$ cat src/rtl/gc_analog_mapper.sv
// gc_analog_mapper
// GameCube-to-N64 analog conversion stage. Captures the neutral stick
// position on a calibration frame. Then converts every polled frame into
// signed N64 stick values (centered, deadzoned, scaled, clamped) and
// C-button bits with hysteresis. Uses a three-stage pipeline.
//
// Ports:
//   clk, rst_n                      clock, asynchronous active-low reset
//   in_valid                        one-cycle strobe, axis inputs hold a poll
//   stick_x, stick_y                main-stick raw axes (unsigned, IN_W)
//   cstick_x, cstick_y              C-stick raw axes (unsigned, IN_W)
//   recal_req                       one-cycle request to re-enter calibration
//   out_x, out_y                    signed N64 stick values (OUT_W)
//   c_left, c_right, c_up, c_down   C-button states
//   out_word                        {c_down, c_up, c_left, c_right, out_x, out_y}
//   out_valid                       one-cycle strobe, outputs updated
//   cal_done                        centers captured since reset / recal
module gc_analog_mapper #(
    parameter int IN_W        = 8,
    parameter int OUT_W       = 8,
    parameter int SCALE_NUM   = 25,
    parameter int SCALE_SHIFT = 5,
    parameter int DEADZONE    = 2,
    parameter int LIMIT       = 100,
    parameter int C_ON        = 72,
    parameter int C_OFF       = 56,
    parameter int CAL_WIN     = 24
) (
    input  logic                 clk,
    input  logic                 rst_n,
    input  logic                 in_valid,
    input  logic [IN_W-1:0]      stick_x,
    input  logic [IN_W-1:0]      stick_y,
    input  logic [IN_W-1:0]      cstick_x,
    input  logic [IN_W-1:0]      cstick_y,
    input  logic                 recal_req,
    output logic [OUT_W-1:0]     out_x,
    output logic [OUT_W-1:0]     out_y,
    output logic                 c_left,
    output logic                 c_right,
    output logic                 c_up,
    output logic                 c_down,
    output logic [2*OUT_W+3:0]   out_word,
    output logic                 out_valid,
    output logic                 cal_done
);

    // Product width leaves room for any 16-bit scale numerator.
    localparam int PROD_W = IN_W + 1 + 16;

    localparam logic [IN_W-1:0]          MID    = {1'b1, {(IN_W-1){1'b0}}};
    localparam logic signed [IN_W:0]     MID_S  = $signed({1'b0, MID});
    localparam logic signed [IN_W:0]     WIN_S  = (IN_W+1)'(CAL_WIN);
    localparam logic signed [IN_W:0]     DZ_S   = (IN_W+1)'(DEADZONE);
    localparam logic signed [IN_W:0]     CON_S  = (IN_W+1)'(C_ON);
    localparam logic signed [IN_W:0]     COFF_S = (IN_W+1)'(C_OFF);
    localparam logic signed [PROD_W-1:0] SCL_S  = PROD_W'(SCALE_NUM);
    localparam logic signed [PROD_W-1:0] LIM_S  = PROD_W'(LIMIT);

    typedef enum logic [0:0] {
        ST_CAL = 1'b0,
        ST_RUN = 1'b1
    } state_t;

    // Signed deviation of a raw axis from a center.
    function automatic logic signed [IN_W:0] dev(input logic [IN_W-1:0] raw,
                                                 input logic [IN_W-1:0] ctr);
        return $signed({1'b0, raw}) - $signed({1'b0, ctr});
    endfunction

    // Raw axis close enough to the nominal midpoint to be a calibration sample.
    function automatic logic in_win(input logic [IN_W-1:0] raw);
        logic signed [IN_W:0] d;
        d = $signed({1'b0, raw}) - MID_S;
        return (d <= WIN_S) && (d >= -WIN_S);
    endfunction

    // Small main-stick deviations snap to zero.
    function automatic logic signed [IN_W:0] dead(input logic signed [IN_W:0] d);
        if ((d <= DZ_S) && (d >= -DZ_S)) begin
            return '0;
        end else begin
            return d;
        end
    endfunction

    // Gain stage; arithmetic shift floors toward minus infinity.
    function automatic logic signed [PROD_W-1:0] scale(input logic signed [IN_W:0] d);
        logic signed [PROD_W-1:0] prod;
        prod = PROD_W'(d) * SCL_S;
        return prod >>> SCALE_SHIFT;
    endfunction

    // Saturate to +/-LIMIT, then keep the low OUT_W bits.
    function automatic logic [OUT_W-1:0] clamp(input logic signed [PROD_W-1:0] v);
        if (v > LIM_S) begin
            return OUT_W'(LIM_S);
        end else if (v < -LIM_S) begin
            return OUT_W'(-LIM_S);
        end else begin
            return OUT_W'(v);
        end
    endfunction

    // C-button pair {negative side, positive side} with hysteresis.
    // Pressing one side releases the other; release needs |d| < C_OFF.
    function automatic logic [1:0] hyst(input logic signed [IN_W:0] d,
                                        input logic [1:0] cur);
        if (d >= CON_S) begin
            return 2'b01;
        end else if (d <= -CON_S) begin
            return 2'b10;
        end else if ((d < COFF_S) && (d > -COFF_S)) begin
            return 2'b00;
        end else begin
            return cur;
        end
    endfunction

    state_t          state_r, state_s;
    logic            cal_done_r, cal_done_s;
    logic            capture_s;
    logic [IN_W-1:0] ctr_sx_r, ctr_sy_r, ctr_cx_r, ctr_cy_r;
    logic [IN_W-1:0] ctr_sx_s, ctr_sy_s, ctr_cx_s, ctr_cy_s;

    logic                 s1_valid_r;
    logic signed [IN_W:0] s1_dx_r, s1_dy_r, s1_cx_r, s1_cy_r;

    logic                     s2_valid_r;
    logic signed [PROD_W-1:0] s2_x_r, s2_y_r;
    logic signed [IN_W:0]     s2_cx_r, s2_cy_r;

    logic [OUT_W-1:0] out_x_r, out_y_r;
    logic             c_left_r, c_right_r, c_up_r, c_down_r;
    logic             out_valid_r;
    logic [1:0]       hx_s, hy_s;

    // Calibration decision, next state and the centers this frame uses.
    // A recal request is honoured before judging a same-cycle frame.
    always_comb begin
        capture_s  = in_valid && ((state_r == ST_CAL) || recal_req) &&
                     in_win(stick_x) && in_win(stick_y) &&
                     in_win(cstick_x) && in_win(cstick_y);
        state_s    = state_r;
        cal_done_s = cal_done_r;
        case (state_r)
            ST_CAL: begin
                if (capture_s) begin
                    state_s    = ST_RUN;
                    cal_done_s = 1'b1;
                end else begin
                    state_s    = ST_CAL;
                    cal_done_s = 1'b0;
                end
            end
            ST_RUN: begin
                if (recal_req && !capture_s) begin
                    state_s    = ST_CAL;
                    cal_done_s = 1'b0;
                end else begin
                    state_s    = ST_RUN;
                    cal_done_s = 1'b1;
                end
            end
            default: begin
                state_s    = ST_CAL;
                cal_done_s = 1'b0;
            end
        endcase
        if (capture_s) begin
            ctr_sx_s = stick_x;
            ctr_sy_s = stick_y;
            ctr_cx_s = cstick_x;
            ctr_cy_s = cstick_y;
        end else begin
            ctr_sx_s = ctr_sx_r;
            ctr_sy_s = ctr_sy_r;
            ctr_cx_s = ctr_cx_r;
            ctr_cy_s = ctr_cy_r;
        end
    end

    // State, calibration flag and center registers.
    always_ff @(posedge clk or negedge rst_n) begin
        if (!rst_n) begin
            state_r    <= ST_CAL;
            cal_done_r <= 1'b0;
            ctr_sx_r   <= MID;
            ctr_sy_r   <= MID;
            ctr_cx_r   <= MID;
            ctr_cy_r   <= MID;
        end else begin
            state_r    <= state_s;
            cal_done_r <= cal_done_s;
            ctr_sx_r   <= ctr_sx_s;
            ctr_sy_r   <= ctr_sy_s;
            ctr_cx_r   <= ctr_cx_s;
            ctr_cy_r   <= ctr_cy_s;
        end
    end

    // Stage 1: center deviations, deadzone on the main stick only.
    always_ff @(posedge clk or negedge rst_n) begin
        if (!rst_n) begin
            s1_valid_r <= 1'b0;
            s1_dx_r    <= '0;
            s1_dy_r    <= '0;
            s1_cx_r    <= '0;
            s1_cy_r    <= '0;
        end else begin
            s1_valid_r <= in_valid;
            s1_dx_r    <= dead(dev(stick_x, ctr_sx_s));
            s1_dy_r    <= dead(dev(stick_y, ctr_sy_s));
            s1_cx_r    <= dev(cstick_x, ctr_cx_s);
            s1_cy_r    <= dev(cstick_y, ctr_cy_s);
        end
    end

    // Stage 2: gain; C-stick deviations ride along unchanged.
    always_ff @(posedge clk or negedge rst_n) begin
        if (!rst_n) begin
            s2_valid_r <= 1'b0;
            s2_x_r     <= '0;
            s2_y_r     <= '0;
            s2_cx_r    <= '0;
            s2_cy_r    <= '0;
        end else begin
            s2_valid_r <= s1_valid_r;
            s2_x_r     <= scale(s1_dx_r);
            s2_y_r     <= scale(s1_dy_r);
            s2_cx_r    <= s1_cx_r;
            s2_cy_r    <= s1_cy_r;
        end
    end

    // Next C-button pairs from the current state and the stage-2 deviation.
    always_comb begin
        hx_s = hyst(s2_cx_r, {c_left_r, c_right_r});
        hy_s = hyst(s2_cy_r, {c_up_r, c_down_r});
    end

    // Stage 3: clamp and register outputs; values hold between strobes.
    always_ff @(posedge clk or negedge rst_n) begin
        if (!rst_n) begin
            out_valid_r <= 1'b0;
            out_x_r     <= '0;
            out_y_r     <= '0;
            c_left_r    <= 1'b0;
            c_right_r   <= 1'b0;
            c_up_r      <= 1'b0;
            c_down_r    <= 1'b0;
        end else begin
            out_valid_r <= s2_valid_r;
            if (s2_valid_r) begin
                out_x_r   <= clamp(s2_x_r);
                out_y_r   <= clamp(s2_y_r);
                c_left_r  <= hx_s[1];
                c_right_r <= hx_s[0];
                c_up_r    <= hy_s[1];
                c_down_r  <= hy_s[0];
            end else begin
                out_x_r   <= out_x_r;
                out_y_r   <= out_y_r;
                c_left_r  <= c_left_r;
                c_right_r <= c_right_r;
                c_up_r    <= c_up_r;
                c_down_r  <= c_down_r;
            end
        end
    end

    assign out_x     = out_x_r;
    assign out_y     = out_y_r;
    assign c_left    = c_left_r;
    assign c_right   = c_right_r;
    assign c_up      = c_up_r;
    assign c_down    = c_down_r;
    assign out_valid = out_valid_r;
    assign cal_done  = cal_done_r;
    assign out_word  = {c_down_r, c_up_r, c_left_r, c_right_r, out_x_r, out_y_r};

endmodule

$ cat config.mk
export PLATFORM = sky130hd
export DESIGN_NAME = gc_analog_mapper
export DESIGN_NICKNAME = d
export VERILOG_FILES = /design/src/rtl/gc_analog_mapper.sv
export SDC_FILE = /design/constraint.sdc
export NUM_CORES = 1
export LEC_CHECK = 0
export BUFFER_PORTS_ARGS = -buffer_cell sky130_fd_sc_hd__buf_4
export CAP_MARGIN = 15
export CORE_ASPECT_RATIO = 1.25
export CORE_MARGIN = 2
export CORE_UTILIZATION = 35
export DETAILED_ROUTE_END_ITERATION = 12
export PLACE_DENSITY_LB_ADDON = 0.2
export REMOVE_ABC_BUFFERS = 1
export SLEW_MARGIN = 20
export SYNTH_ARGS = -nofsm -noshare
export SYNTH_HDL_FRONTEND = slang
export SYNTH_SLANG_ARGS = --single-unit
$ cat constraint.sdc
create_clock -name clk -period 5.4 [get_ports clk]
set_input_delay 1.35 -clock clk [delete_from_list [all_inputs] [get_ports clk]]
set_output_delay 1.35 -clock clk [all_outputs]
set_load 0.005 [all_outputs]
==> flow_summary.yaml <==
grt:
  grt_pass1_vias: 5253
  grt_usage_pct: 12.7
  overflow: 0
  grt_max_degree: 95
  grt_pass1_wl_mm: 24.6
  antenna_found_initial: 0
worst_setup_path:
  start_kind: "primary input"
  cp.required_ns: 5.67
  r2r_start: "cal_done"
  cp.arrival_ns: 5.22
  path_class: "primary input to register"
  cp_max_fo: 8
  reg2reg_slack_ns: 1.48
  crit_start: "stick_y[6]"
  endpoint_kind: "register"
route:
  routed_via_density: 4.68
  num_vias: 5365
  wl_mm: 13.9
  post_drt_wl_per_cell_um: 12.1
  drcViolationCount: 0
  drt_first_pass_iters: 4
  drt-initial-drc-count: 217
  postRouteAntennaNets: 0
floorplanning:
  die_w_um: 138
  coreArea_sq_mm: 0.0221
  die-area_sq_mm: 0.0237
  std_cell_rows: 61
  die_y_um: 172
  io_pins: 78
  initial_core_util_pct: 35.6
yosys:
  async_reset_ff_share_pct: 100
  synth_area_sq_mm: 0.00787
  synth.largest_area_cell: "dfrtp_1"
  avgSynthCellArea_sq_um: 10.2
  synth_commonest_cells: "127 x inv_1, 126 x dfrtp_1, 83 x ha_1, 43 x a21oi_1, 40 x nor2_1"
  ys_seq_area_share_pct: 41.4
  ys_ff_latch: 130
  post-synth-top-count-cell: "inv_1"
  synthFlopType: "dfrtp_1"
  synth.top_cell.area_share_pct: 40.1
  yosysWarnings: 0
  synth_edf_count: 0
  synthDistinctLibCells: 64
  synth_cells: 775
  synth.area.top_cells: "dfrtp_1 40%, ha_1 13%, inv_1 6.1%"
cts:
  tritoncts: "done"
  cts.sinks: 130
  htree_num_levels: 4
  path_clk_slew_ns: 0.06
  clock_latency_ns: 0.42
  numCtsBuffers: 17
  cts_buffer_depth: 2
  clock_tree.root_cell: "clkbuf_16"
layout:
  area.growth.synth_to_final_pct: 18.0
  multiInputGateArea_sq_mm: 0.00395
  drive_gt1_share_pct: 15.6
  register_area_sq_mm: 0.00326
  antenna_cells: 0
  fin_nets: 987
  n_fill_cell: 2209
sta:
  rsz0062_at_grt: "false"
  slew-limit-headroom_pct: 33.0
  setup_ws_ns: 0.449
  min_period_ns: 4.95
  setup_violations: 0
  tightest_slew_ns: 1.01
  fin_crit_sh_pct: 91.7
  hold_viol: 0
  fin_skew_ns: 0.00837
  max_freq_ghz: 0.202
  slew_viol_final: 0
run:
  maxCapViolCount: 0
placed_design:
  place_congestion: 0.811
  dpl.hpwl_mm: 10.7
  portBuffers: 77
  place_ws_ns: -0.0226
pwr:
  power_density_mw_per_mm2: 409
  vdd_drop_max_v: 0.000230
  p_leak_nw: 4.79
  power.total_mw: 3.80
hold_path:
  hp-start: "s1_cy_r[0]"
  min-delay-path-class: "register to register"
outcome:
  status: "finished clean"
==> routing by layer <==
metal | vias to the layer above | GRT usage, % | wire (um)
met5 | - | 0 | 0
met1 | 2505 | 16.1 | 6600
met3 | 20 | 2.87 | 505
li1 | 2749 | - | -
met4 | 0 | 5.06 | 266
met2 | 91 | 21.1 | 6550
==> metrics by stage <==
step                hold WS [ns]  TNS, ns  util (%)  cell area (sq um)  std cells
floorplan                  0.331    -3.30         -               7680        745
global placement           0.332        0      39.2               8680       1114
detailed placement         0.335  -0.0520      39.2               8680       1114
CTS                        0.345        0      41.9               9280       1146
global route               0.349        0      41.9               9280       1146
finish                     0.343        0      41.9               9280       1146
==> worst paths after layout <==
check / to / depth (start not counted)
worst max-delay path: s1_dy_r[0] / 17
worst min-delay path: s2_cy_r[0] / 0
worst max register to register: s1_dy_r[0] / 16
worst min register to register: s2_cy_r[0] / 0
max in group asynchronous: s2_x_r[9] / 2
min in group asynchronous: ctr_cx_r[0] / 1
==> critical path: stages <==
cell and delay [ns]:
buf_4 0.12, or3b_1 0.36, o22ai_1 0.30, and2_1 0.23, nand2_2 0.11, o21ai_0 0.23, ha_1 0.23, fa_1 0.23
inv_1 0.07, maj3_1 0.35, a21o_1 0.21, xnor2_1 0.14, a21boi_0 0.13, a2111oi_1 0.43, o31ai_1 0.20, nor4_4 0.43
a211oi_1 0.09
==> repair_timing <==
action	CTS	global route
endpoints found under the setup margin	0	7
hold buffers	0	0
gates resized for setup	0	1
buffers inserted	0	0
==> kinds of logic after synthesis <==
logic type      Yosys count  share of synthesized area [%]
buf+inv                 157                           8.49
flops                   130                           41.4
simple gates            149                           9.62
xor+xnor                 46                           5.12
compound gates          167                           14.3
mux                      24                           3.16
fa+ha+maj               102                           17.9
==> layout by cell type, fill, tap and decap left out, types with 8 or more instances in the layout <==
cell,n
inv_1,127
dfrtp_1,126
buf_4,85
ha_1,83
a21oi_1,43
nor2_1,40
o21ai_0,39
nand2_1,37
xnor2_1,33
a21o_1,20
fa_1,18
mux2i_1,17
clkbuf_16,17
xor2_1,13
nand3_1,10
o21bai_1,10
nand2b_1,9
nor2b_1,9
nor3_1,8
==> registers in the layout, summed over array words and instances, names as in the netlist, 8 cells and up <==
register  count
s1_cy_r       9
ctr_cy_r      8
out_y         8
out_x         8
s2_cy_r       9
s1_dy_r       9
ctr_sx_r      8
s2_x_r       10
s2_y_r       10
ctr_sy_r      8
s1_cx_r       9
ctr_cx_r      8
s2_cx_r       9
s1_dx_r       9
==> final cells by class <==
cell class	instances	share of cell area, %
Clock buffer	17	4.58
Clock inverter	15	1.86
Inverter	127	5.13
Multi-Input combinational cell	488	42.5
Sequential cell	130	35.1
Tap cell	283	3.81
Timing Repair Buffer	86	6.99
==> power breakdown <==
| group | switching [mW] | leakage [nW] | internal [mW] |
|---|---|---|---|
| registers | 0.132 | 1.59 | 1.20 |
| logic | 0.652 | 2.93 | 0.662 |
| clock network | 0.463 | 0.277 | 0.693 |
(Power assumes the default switching activity.)
